`config.mk`:
```
export PLATFORM = sky130hd
export DESIGN_NAME = multicycle_control
export DESIGN_NICKNAME = d
export VERILOG_FILES = /design/src/rtl/multicycle_control_pkg.sv /design/src/rtl/multicycle_control_opcode_decoder.sv /design/src/rtl/multicycle_control.sv
export SDC_FILE = /design/constraint.sdc
export NUM_CORES = 1
export LEC_CHECK = 0
export ABC_AREA = 1
export BUFFER_PORTS_ARGS = -buffer_cell sky130_fd_sc_hd__buf_2
export CELL_PAD_IN_SITES_DETAIL_PLACEMENT = 0
export CELL_PAD_IN_SITES_GLOBAL_PLACEMENT = 1
export CORE_ASPECT_RATIO = 1.2
export CORE_MARGIN = 2
export CORE_UTILIZATION = 40
export DETAILED_ROUTE_END_ITERATION = 10
export HOLD_SLACK_MARGIN = 0.03
export MAX_ROUTING_LAYER = met4
export PLACE_DENSITY = 0.86
export REMOVE_ABC_BUFFERS = 1
export SLEW_MARGIN = 30
export SYNTH_ARGS = -nofsm -noshare
export SYNTH_HDL_FRONTEND = slang
export SYNTH_HIERARCHICAL = 1
export SYNTH_SLANG_ARGS = --single-unit
export TNS_END_PERCENT = 100
```
`constraint.sdc`:
```
create_clock -name clk -period 4.65 [get_ports clk]
set_input_delay 0 -clock clk [delete_from_list [all_inputs] [get_ports clk]]
set_output_delay 0 -clock clk [all_outputs]
set_load 0.02 [all_outputs]
```
`src/rtl/multicycle_control_pkg.sv`:
```
// multicycle_control_pkg
//   Shared definitions for the multicycle controller and the ALU control
//   unit: FSM state codes, opcode/funct constants, 4-bit alu_op class codes,
//   datapath mux select codes and the registered instruction class.
package multicycle_control_pkg;

  // FSM state codes
  localparam logic [2:0] ST_FETCH  = 3'd0;
  localparam logic [2:0] ST_DECODE = 3'd1;
  localparam logic [2:0] ST_EXEC   = 3'd2;
  localparam logic [2:0] ST_MEM    = 3'd3;
  localparam logic [2:0] ST_WB     = 3'd4;
  localparam logic [2:0] ST_BRANCH = 3'd5;
  localparam logic [2:0] ST_JUMP   = 3'd6;

  // IR[31:26] opcodes
  localparam logic [5:0] OP_RTYPE = 6'b000000;
  localparam logic [5:0] OP_J     = 6'b000010;
  localparam logic [5:0] OP_BEQ   = 6'b000100;
  localparam logic [5:0] OP_BNE   = 6'b000101;
  localparam logic [5:0] OP_BGTZ  = 6'b000111;
  localparam logic [5:0] OP_ADDI  = 6'b001000;
  localparam logic [5:0] OP_SLTI  = 6'b001010;
  localparam logic [5:0] OP_ANDI  = 6'b001100;
  localparam logic [5:0] OP_ORI   = 6'b001101;
  localparam logic [5:0] OP_LW    = 6'b100011;
  localparam logic [5:0] OP_SW    = 6'b101011;

  // R-type funct that retires without writing the register file
  localparam logic [5:0] FUNCT_NOP = 6'b000010;

  // ALU-control class codes
  localparam logic [3:0] ALU_ADDI = 4'b0000;
  localparam logic [3:0] ALU_R    = 4'b0001;
  localparam logic [3:0] ALU_ORI  = 4'b0010;
  localparam logic [3:0] ALU_ANDI = 4'b0011;
  localparam logic [3:0] ALU_LW   = 4'b0100;
  localparam logic [3:0] ALU_SW   = 4'b0101;
  localparam logic [3:0] ALU_SLTI = 4'b0110;
  localparam logic [3:0] ALU_BEQ  = 4'b0111;
  localparam logic [3:0] ALU_BNE  = 4'b1000;
  localparam logic [3:0] ALU_BGTZ = 4'b1001;

  // alu_src_b selects
  localparam logic [1:0] SRCB_REG     = 2'b00;
  localparam logic [1:0] SRCB_FOUR    = 2'b01;
  localparam logic [1:0] SRCB_IMM     = 2'b10;
  localparam logic [1:0] SRCB_IMM_SL2 = 2'b11;

  // pc_src selects
  localparam logic [1:0] PCSRC_ALU    = 2'b00;
  localparam logic [1:0] PCSRC_ALUOUT = 2'b01;
  localparam logic [1:0] PCSRC_JUMP   = 2'b10;

  // R-type no-op gets its own class so the FSM outputs depend only on
  // state plus the registered class, never on a live funct field.
  typedef enum logic [3:0] {
    CLS_NONE,
    CLS_R,
    CLS_RNOP,
    CLS_ADDI,
    CLS_SLTI,
    CLS_ANDI,
    CLS_ORI,
    CLS_LW,
    CLS_SW,
    CLS_BEQ,
    CLS_BNE,
    CLS_BGTZ,
    CLS_J,
    CLS_ILLEGAL
  } instr_class_e;

  function automatic logic [3:0] class_alu_op(input instr_class_e c);
    logic [3:0] op;
    case (c)
      CLS_R, CLS_RNOP: op = ALU_R;
      CLS_ORI:         op = ALU_ORI;
      CLS_ANDI:        op = ALU_ANDI;
      CLS_LW:          op = ALU_LW;
      CLS_SW:          op = ALU_SW;
      CLS_SLTI:        op = ALU_SLTI;
      CLS_BEQ:         op = ALU_BEQ;
      CLS_BNE:         op = ALU_BNE;
      CLS_BGTZ:        op = ALU_BGTZ;
      default:         op = ALU_ADDI;
    endcase
    return op;
  endfunction

endpackage

```
`src/rtl/multicycle_control_opcode_decoder.sv`:
```
// opcode_decoder
//   Combinational opcode/funct to instruction-class decoder.
//   i_opcode : IR[31:26]
//   i_funct  : IR[5:0], only inspected for the R-type no-op
//   o_class  : decoded class, CLS_ILLEGAL for any unsupported opcode
module opcode_decoder
  import multicycle_control_pkg::*;
(
  input  logic [5:0]   i_opcode,
  input  logic [5:0]   i_funct,
  output instr_class_e o_class
);

  always_comb begin
    o_class = CLS_ILLEGAL;
    case (i_opcode)
      OP_RTYPE: o_class = (i_funct == FUNCT_NOP) ? CLS_RNOP : CLS_R;
      OP_J:     o_class = CLS_J;
      OP_BEQ:   o_class = CLS_BEQ;
      OP_BNE:   o_class = CLS_BNE;
      OP_BGTZ:  o_class = CLS_BGTZ;
      OP_ADDI:  o_class = CLS_ADDI;
      OP_SLTI:  o_class = CLS_SLTI;
      OP_ANDI:  o_class = CLS_ANDI;
      OP_ORI:   o_class = CLS_ORI;
      OP_LW:    o_class = CLS_LW;
      OP_SW:    o_class = CLS_SW;
      default:  o_class = CLS_ILLEGAL;
    endcase
  end

endmodule

```
`src/rtl/multicycle_control.sv`:
```
// multicycle_control
//   Multicycle CPU control FSM with retired-instruction counter.
//   clk, rst_n             : clock, async active-low reset
//   opcode, funct          : IR fields (opcode valid from DECODE onward)
//   mem_ready              : memory completes the current access this cycle
//   branch_true            : ALU branch condition
//   pc_write .. iord       : datapath strobes and mux selects
//   alu_src_b, pc_src      : ALU B / PC source selects
//   alu_op                 : ALU-control class code
//   illegal                : one-cycle pulse on unsupported opcode (DECODE)
//   retired                : completed-instruction count, wraps at 2^32
//
//   state  | meaning
//   FETCH  | read IR from memory, PC+4; waits on mem_ready
//   DECODE | register instruction class, compute branch target
//   EXEC   | ALU operation for R-type / immediate / address
//   MEM    | data access for lw/sw; waits on mem_ready
//   WB     | register-file write
//   BRANCH | conditional PC update from ALUOut
//   JUMP   | PC <- jump target
module multicycle_control
  import multicycle_control_pkg::*;
(
  input  logic        clk,
  input  logic        rst_n,
  input  logic [5:0]  opcode,
  input  logic [5:0]  funct,
  input  logic        mem_ready,
  input  logic        branch_true,
  output logic        pc_write,
  output logic        ir_write,
  output logic        mem_read,
  output logic        mem_write,
  output logic        reg_write,
  output logic        reg_dst,
  output logic        mem_to_reg,
  output logic        iord,
  output logic [1:0]  alu_src_b,
  output logic [1:0]  pc_src,
  output logic [3:0]  alu_op,
  output logic        illegal,
  output logic [31:0] retired
);

  logic [2:0]   r_state;
  logic [2:0]   w_state_nxt;
  instr_class_e r_class;
  instr_class_e w_dec_class;
  logic [31:0]  r_retired;
  logic [31:0]  w_retired_next;
  logic         w_retire;

  opcode_decoder u_dec (
    .i_opcode (opcode),
    .i_funct  (funct),
    .o_class  (w_dec_class)
  );

  always_comb begin
    w_state_nxt = ST_FETCH;
    case (r_state)
      ST_FETCH:  w_state_nxt = mem_ready ? ST_DECODE : ST_FETCH;
      ST_DECODE: begin
        case (w_dec_class)
          CLS_BEQ, CLS_BNE, CLS_BGTZ: w_state_nxt = ST_BRANCH;
          CLS_J:                      w_state_nxt = ST_JUMP;
          CLS_ILLEGAL:                w_state_nxt = ST_FETCH;
          default:                    w_state_nxt = ST_EXEC;
        endcase
      end
      ST_EXEC:   w_state_nxt = (r_class == CLS_LW || r_class == CLS_SW) ? ST_MEM : ST_WB;
      ST_MEM: begin
        if (!mem_ready)             w_state_nxt = ST_MEM;
        else if (r_class == CLS_LW) w_state_nxt = ST_WB;
        else                        w_state_nxt = ST_FETCH;
      end
      default:   w_state_nxt = ST_FETCH;
    endcase
  end

  // An instruction retires on the edge that leaves its final state.
  assign w_retire = (r_state == ST_WB) || (r_state == ST_BRANCH) || (r_state == ST_JUMP) ||
                    (r_state == ST_MEM && mem_ready && r_class == CLS_SW);

  assign w_retired_next = r_retired + {31'd0, w_retire};

  always_ff @(posedge clk or negedge rst_n) begin
    if (!rst_n) begin
      r_state   <= ST_FETCH;
      r_class   <= CLS_NONE;
      r_retired <= '0;
    end else begin
      r_state   <= w_state_nxt;
      r_retired <= w_retired_next;
      if (r_state == ST_DECODE) r_class <= w_dec_class;
    end
  end

  assign retired = r_retired;

  // Outputs are gated by rst_n so every strobe drops the moment reset
  // asserts, even though the reset state itself is FETCH.
  always_comb begin
    pc_write   = 1'b0;
    ir_write   = 1'b0;
    mem_read   = 1'b0;
    mem_write  = 1'b0;
    reg_write  = 1'b0;
    reg_dst    = 1'b0;
    mem_to_reg = 1'b0;
    iord       = 1'b0;
    alu_src_b  = SRCB_REG;
    pc_src     = PCSRC_ALU;
    alu_op     = ALU_ADDI;
    illegal    = 1'b0;
    if (rst_n) begin
      case (r_state)
        ST_FETCH: begin
          mem_read  = 1'b1;
          alu_src_b = SRCB_FOUR;
          ir_write  = mem_ready;
          pc_write  = mem_ready;
        end
        ST_DECODE: begin
          alu_src_b = SRCB_IMM_SL2;
          illegal   = (w_dec_class == CLS_ILLEGAL);
        end
        ST_EXEC: begin
          alu_src_b = (r_class == CLS_R || r_class == CLS_RNOP) ? SRCB_REG : SRCB_IMM;
          alu_op    = class_alu_op(r_class);
        end
        ST_MEM: begin
          iord      = 1'b1;
          mem_read  = (r_class == CLS_LW);
          mem_write = (r_class == CLS_SW);
        end
        ST_WB: begin
          reg_write  = (r_class != CLS_RNOP);
          reg_dst    = (r_class == CLS_R || r_class == CLS_RNOP);
          mem_to_reg = (r_class == CLS_LW);
        end
        ST_BRANCH: begin
          alu_src_b = SRCB_REG;
          pc_src    = PCSRC_ALUOUT;
          pc_write  = branch_true;
          alu_op    = class_alu_op(r_class);
        end
        ST_JUMP: begin
          pc_src   = PCSRC_JUMP;
          pc_write = 1'b1;
        end
        default: ;
      endcase
    end
  end

endmodule

```
==> reports/metrics.json <==
{
  "fin_nets": {"value": 495},
  "ys_ff_latch": {"value": 39},
  "worstSetupEndpointType": {"value": "flop"},
  "port_buffers": {"value": 64},
  "vdd_drop_max": {"value": 0.000178, "unit": "V"},
  "pin_count_of_the_biggest_net_entering_global_routing": {"value": 44},
  "report.final.setup_viol": {"value": 0},
  "cp.required": {"value": 4.84, "unit": "ns"},
  "initial_core_util": {"value": 41.9, "unit": "%"},
  "startpoint_type": {"value": "flop"},
  "regToRegSetupSlack": {"value": 2.38, "unit": "ns"},
  "number_of_iterations_in_the_first_detailed_routing_pass": {"value": 6},
  "cts_htree_levels": {"value": 2},
  "detailroute.via_count": {"value": 2671},
  "leading_cell_type_in_the_layout_fill_and_taps_excluded": {"value": "sky130_fd_sc_hd__nand2_1"},
  "post-place-cells": {"value": 547},
  "power.static_leakage": {"value": 1.80, "unit": "nW"},
  "internal-power": {"value": 699, "unit": "uW"},
  "final_cell_mix": {"value": "131 x sky130_fd_sc_hd__nand2_1, 67 x sky130_fd_sc_hd__nor2_1, 64 x sky130_fd_sc_hd__buf_2, 46 x sky130_fd_sc_hd__inv_1, 39 x sky130_fd_sc_hd__dfrtp_1"},
  "hold_class": {"value": "in -> reg"},
  "vias_per_cell": {"value": 4.80},
  "timing.max_slew.rel_slack": {"value": 61.1, "unit": "%"},
  "fin_worst_skew": {"value": 0.00949, "unit": "ns"},
  "arrival": {"value": 2.46, "unit": "ns"},
  "place_congestion": {"value": 0.884},
  "synth_top_area_share": {"value": 35.9, "unit": "%"},
  "clk_latency": {"value": 0.30, "unit": "ns"},
  "cts.repair.resized": {"value": 0},
  "post_synth_inst_count": {"value": 399},
  "timing_worst_slew_pin_value": {"value": 0.581, "unit": "ns"},
  "timing.hold.worst_path_depth": {"value": 6},
  "routed_wirelength": {"value": 6860, "unit": "um"},
  "finalSetupTns": {"value": 0, "unit": "ns"},
  "cts-buffers-inserted": {"value": 5},
  "io_pins": {"value": 65},
  "switching_share": {"value": 40.4, "unit": "%"},
  "power_density_over_the_cells": {"value": 358, "unit": "mW/mm2"},
  "finalNonFillerCells": {"value": 557},
  "minimum_clock_period": {"value": 2.27, "unit": "ns"},
  "critical_path_class": {"value": "reg -> reg"},
  "synthesis.area_per_instance": {"value": 6.81, "unit": "um2"},
  "pwr-share-clk": {"value": 25.7, "unit": "%"},
  "core_region_area": {"value": 0.00649, "unit": "mm2"},
  "wl_per_cell": {"value": 12.3, "unit": "um"},
  "worst_r2r_startpoint": {"value": "r_class[3]"},
  "number_of_warnings_printed_during_yosys_synthesis": {"value": 6},
  "timing_max_transition_violations_final": {"value": 0},
  "synth.distinct_cells": {"value": 27},
  "tritoncts_clock_tree": {"value": "yes"},
  "max_cap_viol_count": {"value": 0},
  "grtUsageTotal": {"value": 19.9, "unit": "%"},
  "cts.sinks": {"value": 39},
  "critPathMaxFanout": {"value": 6},
  "antenna_cells": {"value": 0},
  "hp-start": {"value": "funct[0]"},
  "r2r_end": {"value": "retired[26]"},
  "synth_area_leaders": {"value": "sky130_fd_sc_hd__dfrtp_1 36%, sky130_fd_sc_hd__nand2_1 18%, sky130_fd_sc_hd__nor2_1 9.2%"},
  "detailedPlacementHpwl": {"value": 5520, "unit": "um"},
  "total_design_power": {"value": 1.17, "unit": "mW"},
  "timing.hold.ws": {"value": 0.203, "unit": "ns"},
  "clk_buf_depth": {"value": 2},
  "rsz0062_at_grt": {"value": "no"},
  "chipHeight": {"value": 94.3, "unit": "um"},
  "ys_seq_area_share": {"value": 35.9, "unit": "%"},
  "grt_pass1_wl": {"value": 11300, "unit": "um"},
  "power.net_switching": {"value": 475, "unit": "uW"},
  "worst_r2r_path_depth": {"value": 13},
  "drt_iter0_drc": {"value": 81},
  "sequentialPowerShare": {"value": 38.9, "unit": "%"},
  "fp.dieArea": {"value": 0.00748, "unit": "mm2"},
  "rows": {"value": 32},
  "layout-area-overhead-vs-synth": {"value": 20.7, "unit": "%"},
  "synth_area": {"value": 0.00272, "unit": "mm2"},
  "postCtsSetupRepairBufs": {"value": 0},
  "share_comb_of_total_power": {"value": 35.4, "unit": "%"},
  "initial_antenna_violation_count": {"value": 0},
  "final.period_utilization": {"value": 48.9, "unit": "%"},
  "result_of_the_run": {"value": "finished, final reports clean"},
  "timing.fmax": {"value": 440, "unit": "MHz"},
  "post-route-drc-count": {"value": 0},
  "ant_nets": {"value": 0},
  "gr-total-overflow": {"value": 0},
  "min_to": {"value": "r_class[1]"},
  "clkSlewWorstSetupHoldPaths": {"value": 0.08, "unit": "ns"},
  "synth_area_leader_cell": {"value": "sky130_fd_sc_hd__dfrtp_1"},
  "die_width": {"value": 79.3, "unit": "um"},
  "via_count_of_the_first_global_routing_pass": {"value": 2587},
  "share_of_final_layout_standard_cells_stronger_than_drive_strength_1": {"value": 21.2, "unit": "%"},
  "timing_hold_violations_final": {"value": 0},
  "cts_root_buf": {"value": "sky130_fd_sc_hd__clkbuf_8"}
}
per-layer routing:
metal,global-route usage [%],up-vias,share of wire (%)
li1,-,1382,-
met1,20.6,1208,40
met2,37.4,67,54
met3,3.85,14,4.1
met4,6.61,0,2.1
met5,-,-,0
flip-flops by register name, summed over array words and instances (netlist names):
name and flops:
r_class 4, r_state 3, retired 32
cells by family after synthesis:
group	count (synthesis)	share of synthesized area, %
AOI/OAI and AO/OA	25	4.88
adders and majority gates	8	3.68
xor gates and xnor gates	15	5.11
buffers and inverters	51	7.13
DFF	39	35.9
and+or+nand+nor	261	43.3
metrics by stage:
stage | setup slack (ns) | util (%) | cell area [um2]
2_1_floorplan | 2.64 | - | 2710
3_3_place_gp | 2.42 | 48.5 | 3140
3_5_place_dp | 2.37 | 48.5 | 3140
4_1_cts | 2.35 | 50.6 | 3280
5_1_grt | 2.07 | 50.6 | 3280
6_report | 2.38 | 50.6 | 3280
power by group through the flow:
| stage | logic, mW | registers (mW) | clock network [mW] |
|---|---|---|---|
| 6_report | 0.415 | 0.457 | 0.302 |
| 5_1_grt | 0.471 | 0.467 | 0.318 |
| 4_1_cts | 0.419 | 0.457 | 0.308 |
| 3_5_place_dp | 0.415 | 0.465 | 0 |
| 3_3_place_gp | 0.416 | 0.461 | 0 |
| 2_1_floorplan | 0.266 | 0.477 | 0 |
how the worst max path moves through the flow:
stage / to / start / depth (start not counted) / slack [ns]
after floorplan: retired[30] / r_state[0] / 13 / 2.64
after global placement: retired[30] / r_state[0] / 13 / 2.42
after detailed placement: retired[26] / r_state[0] / 13 / 2.37
after CTS: retired[26] / r_state[0] / 13 / 2.35
after global routing: retired[30] / r_state[0] / 13 / 2.07
final: retired[26] / r_class[3] / 13 / 2.38
critical path, stage by stage (launching register included):
cell and delay (ns):
sky130_fd_sc_hd__dfrtp_1 0.40, sky130_fd_sc_hd__inv_1 0.12, sky130_fd_sc_hd__nor2_1 0.23, sky130_fd_sc_hd__nand3_1 0.13, sky130_fd_sc_hd__o21ai_1 0.21, sky130_fd_sc_hd__ha_1 0.19, sky130_fd_sc_hd__ha_1 0.19, sky130_fd_sc_hd__nand2_1 0.08
sky130_fd_sc_hd__nor2_2 0.15, sky130_fd_sc_hd__nand2_2 0.13, sky130_fd_sc_hd__nor2_1 0.15, sky130_fd_sc_hd__nand2_1 0.07, sky130_fd_sc_hd__nand2_1 0.05, sky130_fd_sc_hd__nand2_1 0.05
timing repair:
| item | CTS | global route |
|---|---|---|
| endpoints found under the setup margin | 0 | 0 |
| hold buffers | 2 | 0 |
| endpoints found under the hold margin | 40 | 0 |
final cells by class:
class | instances | area [um2]
clock buffer | 6 | 82.6
clock inverter | 2 | 35.0
sequential | 39 | 976
multi-input combinational | 309 | 1550
inverter | 49 | 184
fill | 658 | 3210
tap | 85 | 106
timing repair buffer | 67 | 348
synthesized netlist by cell type, drive strengths merged:
cell	n
a21boi	1
a21oi	7
a22oi	1
a31oi	2
buf	2
dfrtp	39
ha	8
inv	49
nand2	138
nand3	28
nand3b	7
nand4	2
nor2	81
nor3	5
o21ai	14
xnor2	6
xor2	9
(Power assumes the default switching activity.)
